--- src/rtl/serial_sub11.sv ---
// serial_sub11: bit-serial signed subtractor, diff = a - b (exact, 11 bits).
// One full-add cell computes a_i + ~b_i + carry per SHIFT cycle, LSB first,
// with bit 10 formed from the sign-extended operands.
// Ports:
//   clk, rst_n          clock, synchronous active-low reset
//   in_valid/in_ready   operand handshake (a, b: 10-bit signed)
//   out_valid/out_ready result handshake (diff: 11-bit signed)
//   busy                high while in SHIFT or DONE
//   ovf10               result does not fit 10-bit signed
//                       (present only with SERIAL_SUB11_OVF_FLAG_EN defined)
module serial_sub11 (
  input  logic        clk,
  input  logic        rst_n,
  input  logic        in_valid,
  output logic        in_ready,
  input  logic [9:0]  a,
  input  logic [9:0]  b,
  output logic        out_valid,
  input  logic        out_ready,
  output logic [10:0] diff,
`ifdef SERIAL_SUB11_OVF_FLAG_EN
  output logic        ovf10,
`endif
  output logic        busy
);

  localparam int unsigned AW = 10;
  localparam int unsigned DW = 11;
  localparam int unsigned IW = 4;

  typedef enum logic [1:0] {IDLE, SHIFT, DONE} state_e;

  state_e          state_q, state_d;
  logic [AW-1:0]   a_q, a_d, b_q, b_d;
  logic            carry_q, carry_d;
  logic [IW-1:0]   idx_q, idx_d;
  logic [DW-1:0]   diff_q, diff_d;
  logic            in_ready_q, in_ready_d;
  logic            out_valid_q, out_valid_d;
  logic            busy_q, busy_d;
`ifdef SERIAL_SUB11_OVF_FLAG_EN
  logic            ovf_q, ovf_d;
`endif

  logic [DW-1:0]   a_ext, b_ext;
  logic            op_a, op_b, sum, cout;

  // State and output registers
  always_ff @(posedge clk) begin
    if (!rst_n) begin
      state_q     <= IDLE;
      a_q         <= '0;
      b_q         <= '0;
      carry_q     <= 1'b0;
      idx_q       <= '0;
      diff_q      <= '0;
      in_ready_q  <= 1'b1;
      out_valid_q <= 1'b0;
      busy_q      <= 1'b0;
`ifdef SERIAL_SUB11_OVF_FLAG_EN
      ovf_q       <= 1'b0;
`endif
    end else begin
      state_q     <= state_d;
      a_q         <= a_d;
      b_q         <= b_d;
      carry_q     <= carry_d;
      idx_q       <= idx_d;
      diff_q      <= diff_d;
      in_ready_q  <= in_ready_d;
      out_valid_q <= out_valid_d;
      busy_q      <= busy_d;
`ifdef SERIAL_SUB11_OVF_FLAG_EN
      ovf_q       <= ovf_d;
`endif
    end
  end

  // Next-state, datapath and registered-output logic
  always_comb begin
    state_d = state_q;
    a_d     = a_q;
    b_d     = b_q;
    carry_d = carry_q;
    idx_d   = idx_q;
    diff_d  = diff_q;
`ifdef SERIAL_SUB11_OVF_FLAG_EN
    ovf_d   = ovf_q;
`endif

    // Sign extension makes index 10 select a[9] / b[9]
    a_ext = {a_q[AW-1], a_q};
    b_ext = {b_q[AW-1], b_q};
    op_a  = a_ext[idx_q];
    op_b  = ~b_ext[idx_q];
    sum   = op_a ^ op_b ^ carry_q;
    cout  = (op_a & op_b) | (carry_q & (op_a ^ op_b));

    unique case (state_q)
      IDLE: begin
        if (in_valid) begin
          a_d     = a;
          b_d     = b;
          carry_d = 1'b1;
          idx_d   = '0;
          diff_d  = '0;
`ifdef SERIAL_SUB11_OVF_FLAG_EN
          ovf_d   = 1'b0;
`endif
          state_d = SHIFT;
        end
      end
      SHIFT: begin
        diff_d[idx_q] = sum;
        carry_d       = cout;
        if (idx_q == IW'(DW - 1)) begin
          state_d = DONE;
`ifdef SERIAL_SUB11_OVF_FLAG_EN
          ovf_d   = sum ^ diff_q[AW-1];
`endif
        end else begin
          idx_d = idx_q + IW'(1);
        end
      end
      DONE: begin
        // out_ready only counts once out_valid is actually visible
        if (out_valid_q && out_ready) begin
          state_d = IDLE;
        end
      end
      default: state_d = IDLE;
    endcase

    in_ready_d  = (state_d == IDLE);
    busy_d      = (state_d != IDLE);
    // out_valid rises one edge after DONE is entered and drops on handshake
    out_valid_d = (state_q == DONE) && (state_d == DONE);
  end

  assign in_ready  = in_ready_q;
  assign out_valid = out_valid_q;
  assign busy      = busy_q;
  assign diff      = diff_q;
`ifdef SERIAL_SUB11_OVF_FLAG_EN
  assign ovf10     = ovf_q;
`endif

endmodule

--- config.mk ---
export PLATFORM = sky130hd
export DESIGN_NAME = serial_sub11
export DESIGN_NICKNAME = d
export VERILOG_FILES = /design/src/rtl/serial_sub11.sv
export SDC_FILE = /design/constraint.sdc
export NUM_CORES = 1
export LEC_CHECK = 0
export CAP_MARGIN = 20
export CORE_ASPECT_RATIO = 1.2
export CORE_MARGIN = 10
export CORE_UTILIZATION = 50
export DETAILED_ROUTE_END_ITERATION = 6
export PLACE_DENSITY_LB_ADDON = 0.05
export SLEW_MARGIN = 20
export SYNTH_ARGS = -nofsm -noshare
export SYNTH_HDL_FRONTEND = slang
export SYNTH_SLANG_ARGS = --single-unit
--- constraint.sdc ---
create_clock -name clk -period 5.8 [get_ports clk]
set_input_delay 0.58 -clock clk [delete_from_list [all_inputs] [get_ports clk]]
set_output_delay 0.58 -clock clk [all_outputs]
set_load 0.01 [all_outputs]
-- Word level (Yosys, flattened, before mapping)
Cells that the tools add are included.
- memory bits (writable): 0
- bits in latches: 0
- ROM bits: 0
- output and inout port bits: 14
- memories: 0
- bits in registers: 41
- input bits: 24
- divide/modulo/power cells: 0
- shifts and indexed selects: 0
- reductions and logical operators: 10
- mux-type cells: 18
- add/subtract/negate cells: 1
- equality and inequality tests: 6
- bitwise operators: 6
- multiply operators: 0
- magnitude comparators: 2
- operator list (operator ; count):
    $pmux W11 S2 ; 1
    $bwmux W11 ; 1
    $mux W11 ; 1
    $bmux W1 S4 ; 2
    $mux W4 ; 2
    $pmux W4 S2 ; 1
    $mux W2 ; 3
    $pmux W2 S3 ; 1
    $lt A4 B5 Y1 const B ; 1
    $add A4 B1 Y4 const B ; 1
    $demux W1 S4 ; 1
    $eq A2 B2 Y1 const B ; 2
    $eq A4 B4 Y1 const B ; 1
    $ge A4 B1 Y1 const B ; 1
    $logic_not A2 Y1 ; 2
    $mux W1 ; 4
    $ne A2 B2 Y1 const B ; 2
    $reduce_and A2 Y1 ; 2
    $reduce_bool A2 Y1 ; 2
    $logic_and A1 B1 Y1 ; 3
    $reduce_and A3 Y1 ; 1
    $and A1 B1 Y1 ; 2
    $eq A2 B1 Y1 const B ; 1
    $pmux W1 S2 ; 1
    3 further kinds ; 4

-- Logic depth before layout (Yosys ltp)
Gate-level depths: netlist of the first run.
- word-level depth: 7
- mapped depth: 9
- gate-level depth less buffers: 8

-- Worst setup path before layout of the first run
Ideal clock, no wire load.
- kind: reg-to-reg
- start: register idx_q[0]
- end: register diff_q[3], in the netlist diff[3]
- cell stages (with the launch flop): 8
- data required time: 5.682 ns
- data arrival time: 2.161 ns
- library setup time: 0.118 ns
- clock period less this slack: 2.279 ns
- path slack: 3.521 ns
- path buffers: 0
- path through: dfxtp_1 -> mux4_1 -> o21ai_0 -> o21ai_0 -> fa_1 -> and2_1 -> and3_1 -> o2bb2ai_1
- longest elaborated chain between the ends: 7
- ends and longest elaborated chain (element ; line ; RTL):
    from (decl) ; 36 ; logic [IW-1:0] idx_q, idx_d;
    from (signal assigned) ; 68 ; idx_q <= idx_d;
    parallel branches: the longest is 5 deep, another holds $lt A4 B5 Y1 ; - ;
    $bwmux W11 * ; 114 ; diff_d[idx_q] = sum;
    $pmux W11 S2 * ; 99 ; unique case (state_q)
    to (signal assigned) ; 69 ; diff_q <= diff_d;
    to (decl) ; 37 ; logic [DW-1:0] diff_q, diff_d;
Mark *: on every way between the ends. The select of a mux whose other input is x is not followed.
A chain may end at the register's enable or synchronous reset.

-- Worst setup path after layout of the first run
Same ends and word-level chain as after synthesis.

==> results of run 1 <==
-- final timing paths --
kind / slack, ns / depth (start not counted) / from / endpoint
max: 3.09 / 7 / idx_q[0] / diff[3]
max reg2reg: 3.09 / 7 / idx_q[0] / diff[3]
min: 0.45 / 2 / b_q[7] / b_q[7]
min reg2reg: 0.45 / 2 / b_q[7] / b_q[7]
-- flip-flops by register name, indices dropped and copies added, names as in the netlist, 2 cells and up --
register	count
b_q	10
diff	11
state_q	2
a_q	10
idx_q	4
-- stage by stage --
stage                     worst slack (ns)  power [mW]  instance area [um^2]
after global routing                  2.84       0.588                  2410
final                                 3.09       0.559                  2410
after floorplan                       3.52       0.355                  1960
after CTS                             3.07       0.566                  2410
after detailed placement              3.08       0.384                  2330
after global placement                3.13       0.383                  2330
-- cells in the final DEF, fill, tap and decap left out, types with 3 or more instances in the layout --
master,synthesis,final
nand3_1,4,4
a21boi_1,6,6
a21oi_1,11,11
o21ai_0,3,3
nor2b_1,4,4
clkbuf_8,0,6
a21boi_0,16,16
nand2_1,72,72
clkdlybuf4s50_1,0,37
nor2_1,4,4
inv_1,4,4
o22ai_1,9,9
ha_1,4,4
dfxtp_1,41,41
-- metal layers --
metal  vias up  routed length, um
met3         6                299
met5         -                  0
li1        843                  -
met2        58               1980
met1       747               1840
met4         0                 47
-- power breakdown --
part	leakage (nW)	switching [mW]	internal [mW]	total [mW]
sequential	0.335	0.00994	0.293	0.303
combinational	0.487	0.0335	0.0401	0.0735
clock	0.0443	0.0880	0.0943	0.182
total	0.866	0.131	0.428	0.559
-- worst max-delay path, delay by kind of cell, from the launching register on --
family                     cells  cell delay [ns]
DFF                            1             0.69
muxes                          1             0.61
adders and majority gates      1             0.55
and+or+nand+nor                2             0.41
AOI/OAI and AO/OA              3             0.38
-- cells by family after synthesis --
group / after synthesis / share of synthesized area
compound gates: 57 / 0.201
xor+xnor: 2 / 0.00895
fa+ha+maj: 5 / 0.0358
buf+inv: 21 / 0.0498
flops: 41 / 0.419
mux: 6 / 0.0601
simple gates: 99 / 0.225
-- final cells by class --
| class | instances | area share |
|---|---|---|
| clock buffer | 7 | 0.0358 |
| inverter | 4 | 0.00622 |
| multi-input combinational | 169 | 0.431 |
| sequential | 41 | 0.340 |
| tap | 52 | 0.0270 |
| timing repair buffer | 39 | 0.160 |
==> run metrics, run 1 <==
outcome completed; M2 GR Usage 0.220; initial DRC count between 100 and 150; CTS tree done; Post-CTS Hold Buffers 0; synthesized area per cell between 8 and 9 um^2; Netlist cell types 39; Root Driver clkbuf_8; Via density 5.30; Final TNS setup 0 ns; Ys Warns 0; EDFF count, synth 0; FF+latch area 821 um^2; Leak 0.866 nW; period utilisation layout 0.467; row count 24; GRT Total Usage 0.129; CTS Sinks 41; Die Height 88.6 um; H-Tree Depth 2; die area 6830 um^2; Starting Density 0.530; Buffers on Ports 37; vias in the first global route 1623; Worst EP arrival 2.93 ns; dpl hpwl 2980 um; first-pass GRT wire length ~7300 um; clk slew on worst S/H paths ~0.07 ns; # fillers 352; Syn Nets between 200 and 300; critical path cell sequence mux4_1 -> o21ai_0 -> o21ai_0 -> fa_1 -> and2_1 -> and3_1 -> o2bb2ai_1; final hold vios 0; multi-input logic area 1040 um^2; Routed WL approximately 4200 um; final non-filler cell total 312; Slew Limit Fails 0; placed cells 305; Final Setup Violations 0; commonest cells in the synthesized netlist nand2_1 (72), dfxtp_1 (41), a21boi_0 (16); final-stage net count between 200 and 300; cts repair resizes 0; met3 Use GR 0.0517; Top FF cell, synth dfxtp_1; wire per inst 13.4 um; RSZ-0062 raised after global routing no; Slew headroom 0.499; Final Util 0.653; Synth top area share 0.419; worst-margin pin slew 0.752 ns; busiest grt layer met2; largest area contributor in the netlist dfxtp_1; Initial DRT Pass Iterations 4; maximum VDD drop between 0.1 and 0.15 mV; TritonCTS buffer count 5; area added between synthesis and finish 23.2%; Clk Latency, worst-skew pair 0.29 ns; Max FO, Critical Path 15; HP Class reg2reg; total core area roughly 3700 um^2; CP max stage delay 0.69 ns; Worst Path Required 6.02 ns; grt met1 use 0.141; top cells by area, synth dfxtp_1 (42%), nand2_1 (14%), a21boi_0 (6.1%); clock skew 0.00842 ns; # diodes 0; Power Density between 200 and 250 nW/um^2; Final GP Congestion ~0.84; antenna violations before repair 0; layout cell share with drive strength beyond 1 0.0577; Routed Antenna Nets 0; post-CTS setup buffer count 0; FF+latch count, synth 41; Congestion Overflow GR 0; Synth async-reset ratio 0; Die X 77.1 um; CTS Buffer Depth 2; CP Capture Type flop; largest net degree at the start of global routing between 40 and 50; post-route minimum period 2.71 ns; count leader, synth nand2_1; fmax 370 MHz; Worst path slowest cell dfxtp_1; post-synthesis sequential area ratio 0.419; DR vias 1654; critical path class reg2reg; area of the mapped netlist slightly below 2000 um^2; Worst path most repeated cell o21ai_0; Startpoint Class flop; cells after synthesis 231; worst hold slack 0.450 ns; DRC 0; num ports 38; Max Cap Viol 0
Note: power is estimated with default switching activity, not from simulation.
==> inputs of run 2 (changes only) <==
--- a/config.mk
+++ b/config.mk
@@ -8,7 +8,7 @@
 export CAP_MARGIN = 20
 export CORE_ASPECT_RATIO = 1.2
 export CORE_MARGIN = 10
-export CORE_UTILIZATION = 50
+export CORE_UTILIZATION = 46
 export DETAILED_ROUTE_END_ITERATION = 6
 export PLACE_DENSITY_LB_ADDON = 0.05
 export SLEW_MARGIN = 20
==> constraint.sdc (replaced) <==
create_clock -name clk -period 2.4 [get_ports clk]
set_input_delay 0.24 -clock clk [delete_from_list [all_inputs] [get_ports clk]]
set_output_delay 0.24 -clock clk [all_outputs]
set_load 0.01 [all_outputs]
==> run 2 against run 1 <==
Compared with the run above: non-clock buffer count up 9; highest routed layer unchanged; worst setup slack worse by 3.0 ns; largest power group unchanged; fmax up 18%; total power up 140%; utilization down 3.6 points; largest cell class unchanged; critical endpoint is now diff[2]; die area up 6.6%; register-to-register slack worse by 3.0 ns; via count up 0.48%.
==> run metrics, run 2 (synthesized netlist as in run 1, its figures left out) <==
maximum VDD drop 0.353 mV (+210%); total core area 4040 um^2 (+9.2%); final-stage net count 298 (+3.1%); period utilisation layout 0.955 (+0.489); area added between synthesis and finish 27.1%; Sw Ratio 0.249 (+0.0145); dpl hpwl 3100 um (+3.9%); worst-margin pin slew 0.421 ns (-0.331 ns); GRT Total Usage 0.117 (-0.0113); clock skew 0.00289 ns (-0.00553 ns); antenna violations before repair 0 (unchanged); Startpoint Class flop; Setup WS post-layout 0.108 ns (-2.99 ns); Congestion Overflow GR 0 (unchanged); CTS Buffer Depth 2 (unchanged); Final Power 1.35 mW (+140%); Die Height 91.5 um (+3.3%); R2R Setup Slk 0.11 ns (-2.99 ns); die area 7280 um^2 (+6.6%); Routed WL 4180 um (+0.22%); critical path's top delay family adder cells; worst r2r dst diff[2]; post-CTS setup buffer count 0 (unchanged); H-Tree Depth 2 (unchanged); WHS Endpoint b_q[7]; critical path class reg2reg; Logic pwr share 0.143 (+0.012); clk slew on worst S/H paths 0.08 ns (about the same); Final Util 0.617 (-0.0364); vias in the first global route 1637 (+0.86%); Root Driver clkbuf_8; post-route minimum period 2.29 ns (-0.414 ns); critical path buffer and inverter count 0 (unchanged); Max Cap Viol 0 (unchanged); Worst Path Required 2.62 ns (-3.40 ns); wire per inst 12.9 um (-3.5%); max reg flops 11 (unchanged); layout cell share with drive strength beyond 1 0.104 (+0.0460); Final TNS setup 0 ns (unchanged); # diodes 0 (unchanged); Clk Latency, worst-skew pair 0.28 ns (about the same); Final GP Congestion 0.817 (-3.3%); Leak 0.915 nW (+5.7%); Critical Path Stages 7 (unchanged); RSZ-0062 raised after global routing no; TritonCTS buffer count 5 (unchanged); HP Class reg2reg; Starting Density 0.485 (-0.0449); row count 25 (+4.2%); CTS tree done; initial DRC count 110 (-26%); Die X 79.6 um (+3.2%); Buffers on Ports 37 (unchanged); CP max stage delay 0.55 ns (-0.14 ns); Power Density 544 nW/um^2 (+130%); commonest cells after routing, fill and taps aside nand2_1 (72), dfxtp_1 (40), clkdlybuf4s50_1 (37); r2r worst-path depth 7 (unchanged); outcome completed; first-pass GRT wire length 7240 um (-1.5%); Via density 5.13 (-3.2%); fmax 436 MHz (+18%); DRC 0 (unchanged); HP Start b_q[7]; reg2reg start idx_q[0]; Final Setup Violations 0 (unchanged); placed cell areas 2400 um^2 (+3.0%); CTS Sinks 41 (unchanged); CP Capture Type flop; Switch Pwr 338 uW (+160%); multi-input logic area 1040 um^2 (+0.24%); Max FO, Critical Path 6 (-9); DR vias 1662 (+0.48%); Slew headroom 0.719 (+0.220); Worst path slowest cell fa_1; Int Pwr 1.02 mW (+140%); Final Instance Area 2490 um^2 (+3.2%); Routed Antenna Nets 0 (unchanged); largest net degree at the start of global routing 47 (unchanged); FF+latch area 825 um^2 (+0.46%); sequential share of power 0.538 (-0.004); Hold Path Stages 2 (unchanged); Initial DRT Pass Iterations 4 (unchanged); Placement Setup Slack -0.0874 ns (-3.17 ns); num ports 38 (unchanged); Worst EP arrival 2.51 ns (-0.42 ns); final hold vios 0 (unchanged); critical path cell sequence mux4_1 -> o21ai_0 -> o21ai_1 -> fa_1 -> and2_4 -> and3_1 -> o2bb2ai_1; clock group share of total power 0.319 (-0.007); # fillers 363 (+3.1%); Slew Limit Fails 0 (unchanged); commonest non-fill, non-tap cell in the layout nand2_1
## run 2: cell count changes in the layout (fill, tap and decap cells not counted), sizes merged
cell | before | now
clkinv | 0 | 2
clkbuf | 7 | 5
clkinvlp | 0 | 1
buf | 2 | 11
## run 2: routing by layer
metal	GRT usage	vias to the layer above	part of all wire
met3	0.0316	5	0.061
met5	0	-	0
met2	0.208	44	0.49
li1	-	862	-
met1	0.128	751	0.43
met4	0.0449	0	0.011
## run 2: worst max-delay path by stage
stage | startpoint | endpoint
floorplan | idx_q[0] | diff[3]
global placement | idx_q[0] | diff[2]
detailed placement | idx_q[0] | diff[2]
CTS | idx_q[0] | diff[2]
global route | idx_q[0] | diff[2]
finish | idx_q[0] | diff[2]
## run 2: final cells by class
| cell class | instances | area share |
|---|---|---|
| Sequential cell | 41 | 0.331 |
| Inverter | 4 | 0.00603 |
| Clock buffer | 5 | 0.0277 |
| Clock inverter | 3 | 0.00704 |
| Tap cell | 54 | 0.0271 |
| Multi-Input combinational cell | 169 | 0.419 |
| Timing Repair Buffer | 48 | 0.182 |
## run 2: stage by stage
stage	instances	hold WS (ns)
after floorplan	231	0.375
after global placement	316	0.446
after detailed placement	316	0.445
after CTS	324	0.456
after global routing	324	0.480
final	324	0.455
## run 2: power by group through the flow
stage | Combinational [mW] | Sequential, mW | Clock (mW)
after floorplan | 0.117 | 0.740 | 0
after global routing | 0.214 | 0.733 | 0.470
after global placement | 0.189 | 0.745 | 0
final | 0.193 | 0.728 | 0.432
after detailed placement | 0.191 | 0.745 | 0
after CTS | 0.194 | 0.729 | 0.442
## run 2: tightest hold or removal path, cell delays in order, from the launching register on
cell      delay [ns]
dfxtp_1         0.31
nand2_1         0.05
a21boi_1        0.05
## run 2: repair_timing
| action | 4_1_cts | 5_1_grt |
|---|---|---|
| gates cloned | 0 | 0 |
| setup endpoints to repair | 8 | 7 |
| gates resized for setup | 2 | 2 |
| hold buffers | 0 | 0 |
